## src/rtl/ppu_pkg.sv

```systemverilog
// Shared definitions for the PPU CPU-facing register block: register indices,
// PPUCTRL/PPUMASK/PPUSTATUS bit positions and the PPUDATA handshake states.
package ppu_pkg;

  typedef enum logic [2:0] {
    REG_PPUCTRL   = 3'd0,
    REG_PPUMASK   = 3'd1,
    REG_PPUSTATUS = 3'd2,
    REG_OAMADDR   = 3'd3,
    REG_OAMDATA   = 3'd4,
    REG_PPUSCROLL = 3'd5,
    REG_PPUADDR   = 3'd6,
    REG_PPUDATA   = 3'd7
  } ppu_reg_t;

  localparam int CTRL_INC32     = 2;
  localparam int CTRL_NMI_EN    = 7;
  localparam int MASK_BG_EN     = 3;
  localparam int MASK_SPR_EN    = 4;
  localparam int STATUS_VBLANK  = 7;

  typedef enum logic {IDLE = 1'b0, REQ = 1'b1} ppudata_state_t;

  localparam logic [5:0] PALETTE_BASE = 6'h3F;

  // Palette RAM is served directly from the palette port rather than via VRAM.
  function automatic logic is_palette(input logic [5:0] page);
    return page == PALETTE_BASE;
  endfunction

endpackage

```

## src/rtl/ppu_open_bus_latch.sv

```systemverilog
// Open-bus latch holding the last value driven on the PPU data bus.
// With PPU_OPEN_BUS_DECAY_EN defined it clears after DECAY_CYCLES idle cycles.
module ppu_open_bus_latch #(
  parameter int DECAY_CYCLES = 3000000
) (
  input  logic       clk,
  input  logic       rst_n,
  input  logic       load,
  input  logic [7:0] load_data,
  output logic [7:0] latch_o,
  output logic       decay_o
);

`ifdef PPU_OPEN_BUS_DECAY_EN
  localparam int DECAY_W = $clog2(DECAY_CYCLES + 1);

  logic [DECAY_W-1:0] cnt;

  // Counter reloads on every access and clears the latch when it runs out.
  assign decay_o = !load && (cnt == DECAY_W'(1));

  always_ff @(posedge clk or negedge rst_n) begin
    if (!rst_n) begin
      latch_o <= '0;
      cnt     <= '0;
    end else if (load) begin
      latch_o <= load_data;
      cnt     <= DECAY_W'(DECAY_CYCLES);
    end else if (cnt != '0) begin
      cnt <= cnt - DECAY_W'(1);
      if (cnt == DECAY_W'(1)) latch_o <= '0;
    end
  end
`else
  // Without decay the latch simply holds; the comparison keeps the parameter referenced.
  assign decay_o = (DECAY_CYCLES < 0);

  always_ff @(posedge clk or negedge rst_n) begin
    if (!rst_n) latch_o <= '0;
    else if (load) latch_o <= load_data;
  end
`endif

endmodule

```

## src/rtl/ppu_cpu_regs.sv

```systemverilog
// CPU-facing PPU register front-end for $2000-$2007 with buffered PPUDATA and a
// handshaked VRAM port. PPU_OPEN_BUS_DECAY_EN enables open-bus decay.
module ppu_cpu_regs #(
  parameter int X_W            = 9,
  parameter int Y_W            = 9,
  parameter int VBLANK_LINE    = 241,
  parameter int PRERENDER_LINE = 261,
  parameter int DECAY_CYCLES   = 3000000
) (
  input  logic           clk,
  input  logic           rst_n,
  input  logic [X_W-1:0] x_i,
  input  logic [Y_W-1:0] y_i,
  input  logic [2:0]     addr_i,
  input  logic [7:0]     data_i,
  input  logic           we_i,
  input  logic           ce_i,
  output logic [7:0]     data_o,
  output logic           nmi_o,
  output logic [7:0]     ppuctrl_o,
  output logic [7:0]     ppumask_o,
  input  logic [7:0]     oam_addr_i,
  input  logic [7:0]     oam_data_i,
  output logic [7:0]     oam_addr_o,
  output logic           oam_addr_w_o,
  output logic [7:0]     oam_data_o,
  output logic           oam_data_w_o,
  input  logic           sprite_overflow_i,
  input  logic           sprite_0_hit_i,
  input  logic [14:0]    vram_addr_i,
  input  logic [14:0]    vram_home_addr_i,
  output logic [14:0]    vram_home_addr_o,
  output logic           vram_home_addr_we_o,
  output logic           reset_vram_to_home_o,
  output logic [2:0]     fine_x_o,
  output logic           fine_x_we_o,
  output logic           inc_vram_1_o,
  output logic           inc_vram_32_o,
  output logic           vram_req_o,
  output logic           vram_we_o,
  output logic [13:0]    vram_req_addr_o,
  output logic [7:0]     vram_wdata_o,
  input  logic           vram_ack_i,
  input  logic [7:0]     vram_rdata_i,
  input  logic [5:0]     pal_data_i,
  output logic           busy_drop_o
);
  import ppu_pkg::*;

  ppu_reg_t       reg_idx;
  ppudata_state_t state, state_next;
  logic           vblank, vblank_next, suppress, suppress_next;
  logic           sprite0, overflow, toggle;
  logic [7:0]     read_buf, latch, latch_next, rd_val, ppuctrl_next;
  logic           at_vblank, at_prerender, status_rd, ppudata_hit, accept, decay;
  logic           unused_bits;

  assign reg_idx       = ppu_reg_t'(addr_i);
  assign at_vblank     = (y_i == Y_W'(VBLANK_LINE)) && (x_i == '0);
  assign at_prerender  = (y_i == Y_W'(PRERENDER_LINE)) && (x_i == '0);
  assign status_rd     = ce_i && !we_i && (reg_idx == REG_PPUSTATUS);
  assign ppudata_hit   = ce_i && (reg_idx == REG_PPUDATA);
  assign accept        = ppudata_hit && (state == IDLE);
  assign vram_req_o    = (state == REQ);
  assign inc_vram_1_o  = accept && !ppuctrl_o[CTRL_INC32];
  assign inc_vram_32_o = accept && ppuctrl_o[CTRL_INC32];
  assign unused_bits   = vram_addr_i[14];

  always_comb begin
    state_next = state;
    case (state)
      IDLE:    if (ppudata_hit) state_next = REQ;
      REQ:     if (vram_ack_i) state_next = IDLE;
      default: state_next = IDLE;
    endcase
  end

  // A status read landing on the vblank-set cycle hides vblank for the whole frame.
  always_comb begin
    vblank_next   = vblank;
    suppress_next = suppress;
    if (at_prerender) begin
      vblank_next   = 1'b0;
      suppress_next = 1'b0;
    end else if (status_rd) begin
      vblank_next = 1'b0;
      if (at_vblank) suppress_next = 1'b1;
    end else if (at_vblank && !suppress) begin
      vblank_next = 1'b1;
    end
    ppuctrl_next = (ce_i && we_i && reg_idx == REG_PPUCTRL) ? data_i : ppuctrl_o;
  end

  always_comb begin
    rd_val = latch;
    case (reg_idx)
      REG_PPUSTATUS: rd_val = {vblank, sprite0, overflow, latch[4:0]};
      REG_OAMDATA:   rd_val = oam_data_i;
      REG_PPUDATA:   if (state == IDLE)
                       rd_val = is_palette(vram_addr_i[13:8]) ? {latch[7:6], pal_data_i} : read_buf;
      default:       rd_val = latch;
    endcase
    latch_next = we_i ? data_i : rd_val;
  end

  // Scroll/address/OAM strobes are combinational in the access cycle.
  always_comb begin
    vram_home_addr_o     = vram_home_addr_i;
    vram_home_addr_we_o  = 1'b0;
    reset_vram_to_home_o = 1'b0;
    fine_x_o             = '0;
    fine_x_we_o          = 1'b0;
    oam_addr_o           = '0;
    oam_addr_w_o         = 1'b0;
    oam_data_o           = '0;
    oam_data_w_o         = 1'b0;
    if (ce_i && we_i) begin
      case (reg_idx)
        REG_PPUCTRL: begin
          vram_home_addr_o[11:10] = data_i[1:0];
          vram_home_addr_we_o     = 1'b1;
        end
        REG_OAMADDR: begin
          oam_addr_o   = data_i;
          oam_addr_w_o = 1'b1;
        end
        REG_OAMDATA: begin
          oam_data_o   = data_i;
          oam_data_w_o = 1'b1;
          oam_addr_o   = oam_addr_i + 8'd1;
          oam_addr_w_o = 1'b1;
        end
        REG_PPUSCROLL: begin
          vram_home_addr_we_o = 1'b1;
          if (!toggle) begin
            vram_home_addr_o[4:0] = data_i[7:3];
            fine_x_o              = data_i[2:0];
            fine_x_we_o           = 1'b1;
          end else begin
            vram_home_addr_o[14:12] = data_i[2:0];
            vram_home_addr_o[9:5]   = data_i[7:3];
          end
        end
        REG_PPUADDR: begin
          vram_home_addr_we_o = 1'b1;
          if (!toggle) begin
            vram_home_addr_o[14]   = 1'b0;
            vram_home_addr_o[13:8] = data_i[5:0];
          end else begin
            vram_home_addr_o[7:0] = data_i;
            reset_vram_to_home_o  = 1'b1;
          end
        end
        default: ;
      endcase
    end
  end

  always_ff @(posedge clk or negedge rst_n) begin
    if (!rst_n) state <= IDLE;
    else        state <= state_next;
  end

  always_ff @(posedge clk or negedge rst_n) begin
    if (!rst_n) begin
      ppuctrl_o       <= '0;
      ppumask_o       <= '0;
      vblank          <= 1'b0;
      suppress        <= 1'b0;
      sprite0         <= 1'b0;
      overflow        <= 1'b0;
      toggle          <= 1'b0;
      nmi_o           <= 1'b0;
      data_o          <= '0;
      read_buf        <= '0;
      vram_req_addr_o <= '0;
      vram_we_o       <= 1'b0;
      vram_wdata_o    <= '0;
      busy_drop_o     <= 1'b0;
    end else begin
      ppuctrl_o <= ppuctrl_next;
      vblank    <= vblank_next;
      suppress  <= suppress_next;
      nmi_o     <= ppuctrl_next[CTRL_NMI_EN] & vblank_next;
      if (at_prerender) begin
        sprite0  <= 1'b0;
        overflow <= 1'b0;
      end else begin
        sprite0  <= sprite0 | sprite_0_hit_i;
        overflow <= overflow | sprite_overflow_i;
      end
      if (ce_i && we_i && reg_idx == REG_PPUMASK) ppumask_o <= data_i;
      if (status_rd) toggle <= 1'b0;
      else if (ce_i && we_i && (reg_idx == REG_PPUSCROLL || reg_idx == REG_PPUADDR))
        toggle <= !toggle;
      if (ce_i && !we_i) data_o <= rd_val;
      else if (decay)    data_o <= '0;
      if (accept) begin
        vram_req_addr_o <= vram_addr_i[13:0];
        vram_we_o       <= we_i;
        vram_wdata_o    <= data_i;
      end
      if (state == REQ && vram_ack_i && !vram_we_o) read_buf <= vram_rdata_i;
      if (ppudata_hit && state == REQ) busy_drop_o <= 1'b1;
    end
  end

  ppu_open_bus_latch #(
    .DECAY_CYCLES(DECAY_CYCLES)
  ) u_open_bus (
    .clk      (clk),
    .rst_n    (rst_n),
    .load     (ce_i),
    .load_data(latch_next),
    .latch_o  (latch),
    .decay_o  (decay)
  );

endmodule

```

## config.mk

```make
export PLATFORM = sky130hd
export DESIGN_NAME = ppu_cpu_regs
export DESIGN_NICKNAME = d
export VERILOG_FILES = /design/src/rtl/ppu_pkg.sv /design/src/rtl/ppu_open_bus_latch.sv /design/src/rtl/ppu_cpu_regs.sv
export SDC_FILE = /design/constraint.sdc
export NUM_CORES = 1
export LEC_CHECK = 0
export BUFFER_PORTS_ARGS = -buffer_cell sky130_fd_sc_hd__buf_2
export CORE_AREA = 2 2 82 123
export CTS_CLUSTER_DIAMETER = 120
export DETAILED_ROUTE_END_ITERATION = 8
export DIE_AREA = 0 0 84 125
export PLACE_DENSITY_LB_ADDON = 0.3
export SYNTH_ARGS = -nofsm -noshare
export SYNTH_HDL_FRONTEND = slang
export SYNTH_SLANG_ARGS = --single-unit
```

## constraint.sdc

```tcl
create_clock -name clk -period 1.9 [get_ports clk]
set_clock_uncertainty 0.15 [all_clocks]
set_input_delay 0.285 -clock clk [delete_from_list [all_inputs] [get_ports clk]]
set_output_delay 0.285 -clock clk [all_outputs]
set_load 0.05 [all_outputs]
```

==> results.py <==
metrics = {
    "clocking": {
        "clock_sinks": 71,
        "htreeDepth": 3,
        "root_buffer": "clkbuf_16",
        "numCtsBuffers": 9,
        "cts_tree": "yes",
        "path_clk_slew_ns": 0.06,
        "clockBufferDepth": 2,
        "clk_latency_ns": 0.33,
    },
    "placement": {
        "io_buffers": 185,
        "gp_congestion": 0.820,
        "dp_hpwl_mm": 9.90,
        "dp.cells": 714,
        "place_ws_ns": -0.222,
        "placed_area_um2": 5550,
    },
    "sta": {
        "rsz0062_at_grt": "true",
        "slew_viol_final": 0,
        "hold_viol_final": 0,
        "fin_ws_ns": -0.150,
        "fin_crit_sh": 1.08,
        "setup-violations-final": 12,
        "worst_slew_pin_slew_ns": 0.476,
        "min_period_ns": 2.05,
        "timing.fmax_mhz": 488,
        "maxSlewHeadroom": 0.680,
    },
    "power": {
        "powerDensity_nw_per_um2": 1000,
        "p_leak_nw": 3.15,
        "max-vdd-ir-drop_uv": 1060,
        "total_power_mw": 6.62,
    },
    "worst_hold_path": {
        "hold_path_depth": 2,
        "hp-class": "input port to flop",
        "hold_end": "vram_req_o$_DFF_PN0_",
        "hp-start": "vram_ack_i",
    },
    "finish": {
        "design_area_um2": 6620,
        "areaGrowthSynthToFinish_pct": 71.9,
        "post-route-util": 0.695,
        "layout.cells.non_filler": 750,
        "multi_input_area_um2": 2400,
        "nets": 726,
        "layout-drive-gt1-share": 0.639,
        "fillerInstances": 706,
        "regArea_um2": 1780,
    },
    "global_routing": {
        "grt_pass1_wl_mm": 21.1,
        "grt_pass1_vias": 4226,
        "grt.total_usage": 0.254,
        "overflow": 0,
        "grt_antenna_before_repair": 1,
        "grt_max_degree": 33,
    },
    "critical_path": {
        "r2r-end": "u_open_bus.latch_o[7]$_DFFE_PN0P_",
        "crit_path_top_delay_cell": "dfrtp_2",
        "critPathMaxFanout": 6,
        "cp.arrival_ns": 1.61,
        "reg2regPathDepth": 6,
        "critPathRequiredTime_ns": 1.46,
        "critPathBufInv": 3,
        "critPathLaunchType": "flop",
        "path_cells": "buf_12 > nor2_4 > buf_4 > a221o_2 > buf_8",
        "rrSetupSlack_ns": 0.15,
        "crit_type": "flop to primary output",
        "cp_top_family": "buffers and inverters",
        "critPathMaxStageDelay_ns": 0.42,
        "end_kind": "primary output",
        "rr_startpoint": "vram_req_o$_DFF_PN0_",
    },
    "yosys": {
        "synth_enable_flop_cells": 0,
        "ys_seq_area_frac": 0.461,
        "yosys-top-cells-count": "dfrtp_1 (71), mux2_2 (43), nand2_1 (40)",
        "yosysTopAreaCell": "dfrtp_1",
        "syn_nets": 482,
        "synth_area_um2": 3850,
        "synthArstFlopShare": 1.00,
        "synth.most_common_cell": "dfrtp_1",
        "synth_area_per_cell_um2": 10.0,
        "yosysWarnings": 0,
        "ys_ff_latch": 71,
        "synth_cells": 385,
        "synth.top_cells.by_area": "dfrtp_1 (46%), mux2_2 (13%), nand2_1 (3.9%)",
        "synthFlopType": "dfrtp_1",
        "synth_top_area_share": 0.461,
        "synth_cell_type_count": 52,
    },
    "run": {
        "maxCapViolCount": 0,
    },
    "floorplan": {
        "die_x_um": 84,
        "rows": 44,
        "initial_core_util": 0.404,
        "ios": 187,
        "coreArea_um2": 9520,
        "die_y_um": 125,
        "die-area_um2": 10500,
    },
    "routing": {
        "routed_wl_mm": 14.0,
        "firstDrtPassIters": 4,
        "route.detailed.drc": 0,
        "drtAntennaViolNets": 0,
        "vias": 4109,
        "wl_per_cell_um": 18.7,
        "viasPerCell": 5.48,
        "drtIter0Drc": 165,
    },
    "run_status": {
        "violations": "setup timing",
        "outcome": "complete, but fails checks",
    },
}
-- metal layers --
metal | global-route usage | share of wire
met5 | 0 | 0
met4 | 0.127 | 0.046
met2 | 0.468 | 0.55
met3 | 0.0436 | 0.051
met1 | 0.276 | 0.35
-- timing repair --
item                                    4_1_cts  5_1_grt
buffers inserted                              8        8
hold buffers                                  1        0
endpoints found under the setup margin       31       42
resized for setup                            88       77
pin swaps                                    10       25
endpoints found under the hold margin        13        0
gates cloned                                  2        1
-- flip-flops by register name, summed over array words and instances, names as in the netlist, 8 cells and up --
name                cells
vram_req_addr_o        14
read_buf                8
vram_wdata_o            8
u_open_bus.latch_o      8
ppuctrl_o               8
ppumask_o               8
data_o                  8
-- cell type report --
| cell class | count | share of cell area |
|---|---|---|
| Multi-Input combinational cell | 283 | 0.363 |
| Timing Repair Buffer | 258 | 0.291 |
| Sequential cell | 71 | 0.269 |
| Clock buffer | 12 | 0.0387 |
| Tap cell | 115 | 0.0217 |
| Clock inverter | 4 | 0.0115 |
| Inverter | 6 | 0.00435 |
| Antenna cell | 1 | 0.000378 |
-- worst reg2reg max path, cell delays in order, from the launching register on --
cell     delay (ns)
dfrtp_2        0.39
buf_4          0.16
inv_1          0.07
nand4_1        0.18
o311a_1        0.39
a21oi_1        0.20
nand2_1        0.08
-- cell families (layout without fill, tap and decap cells) --
logic type	Yosys count	in the layout	share of synthesized area
buffers and inverters	32	280	0.0396
adders and majority gates	1	1	0.00325
xor gates and xnor gates	6	6	0.0136
and+or+nand+nor	134	135	0.174
DFF	71	71	0.461
AOI/OAI and AO/OA	88	88	0.156
muxes	53	53	0.152
other	0	1	0
-- power breakdown --
| part | total, mW | leakage (nW) | internal [mW] | switching [mW] |
|---|---|---|---|---|
| Combinational | 2.75 | 2.14 | 0.960 | 1.79 |
| Clock | 1.85 | 0.159 | 1.23 | 0.627 |
| Sequential | 2.01 | 0.850 | 1.84 | 0.174 |
| Total | 6.62 | 3.15 | 4.02 | 2.60 |
-- per-stage QoR --
| step | setup TNS, ns | hold slack [ns] |
|---|---|---|
| after floorplan | -0.986 | -0.161 |
| after global placement | -3.82 | 0.0785 |
| after detailed placement | -5.21 | 0.0912 |
| after CTS | -1.27 | 0.00803 |
| after global routing | -1.60 | 0.0132 |
| final | -0.906 | 0.0144 |
-- worst max-delay path by stage --
| stage | from | endpoint | cells after the start |
|---|---|---|---|
| 2_1_floorplan | addr_i[1] | vram_home_addr_o[10] | 6 |
| 3_3_place_gp | we_i | vram_home_addr_o[10] | 6 |
| 3_5_place_dp | we_i | vram_home_addr_o[11] | 6 |
| 4_1_cts | toggle$_DFFE_PN0P_ | vram_home_addr_o[11] | 5 |
| 5_1_grt | toggle$_DFFE_PN0P_ | vram_home_addr_o[10] | 5 |
| 6_report | toggle$_DFFE_PN0P_ | vram_home_addr_o[10] | 5 |
-- placed cells by master, fill, tap and decap left out, types with 4 or more instances in the layout --
cell type  instances
a21oi_1            5
mux2_2            41
o21ai_2            4
o221a_2            5
buf_12             5
inv_1              4
nor2_2             8
o21ai_0           14
nor2_4             6
o21ai_4           10
buf_8             15
and3_1             5
and3_4             9
a22oi_1            5
nor4_1             4
nand2_4            5
dfrtp_1           69
nor2_1            18
buf_4             56
nand2b_1           5
nand3_1            9
o211ai_1           4
o21bai_1           4
xor2_1             4
a221oi_1           5
o21a_1             5
clkbuf_16         10
mux2i_1            6
buf_6             36
nand2_1           33
buf_2            143
Note: power is estimated with default switching activity, not from simulation.
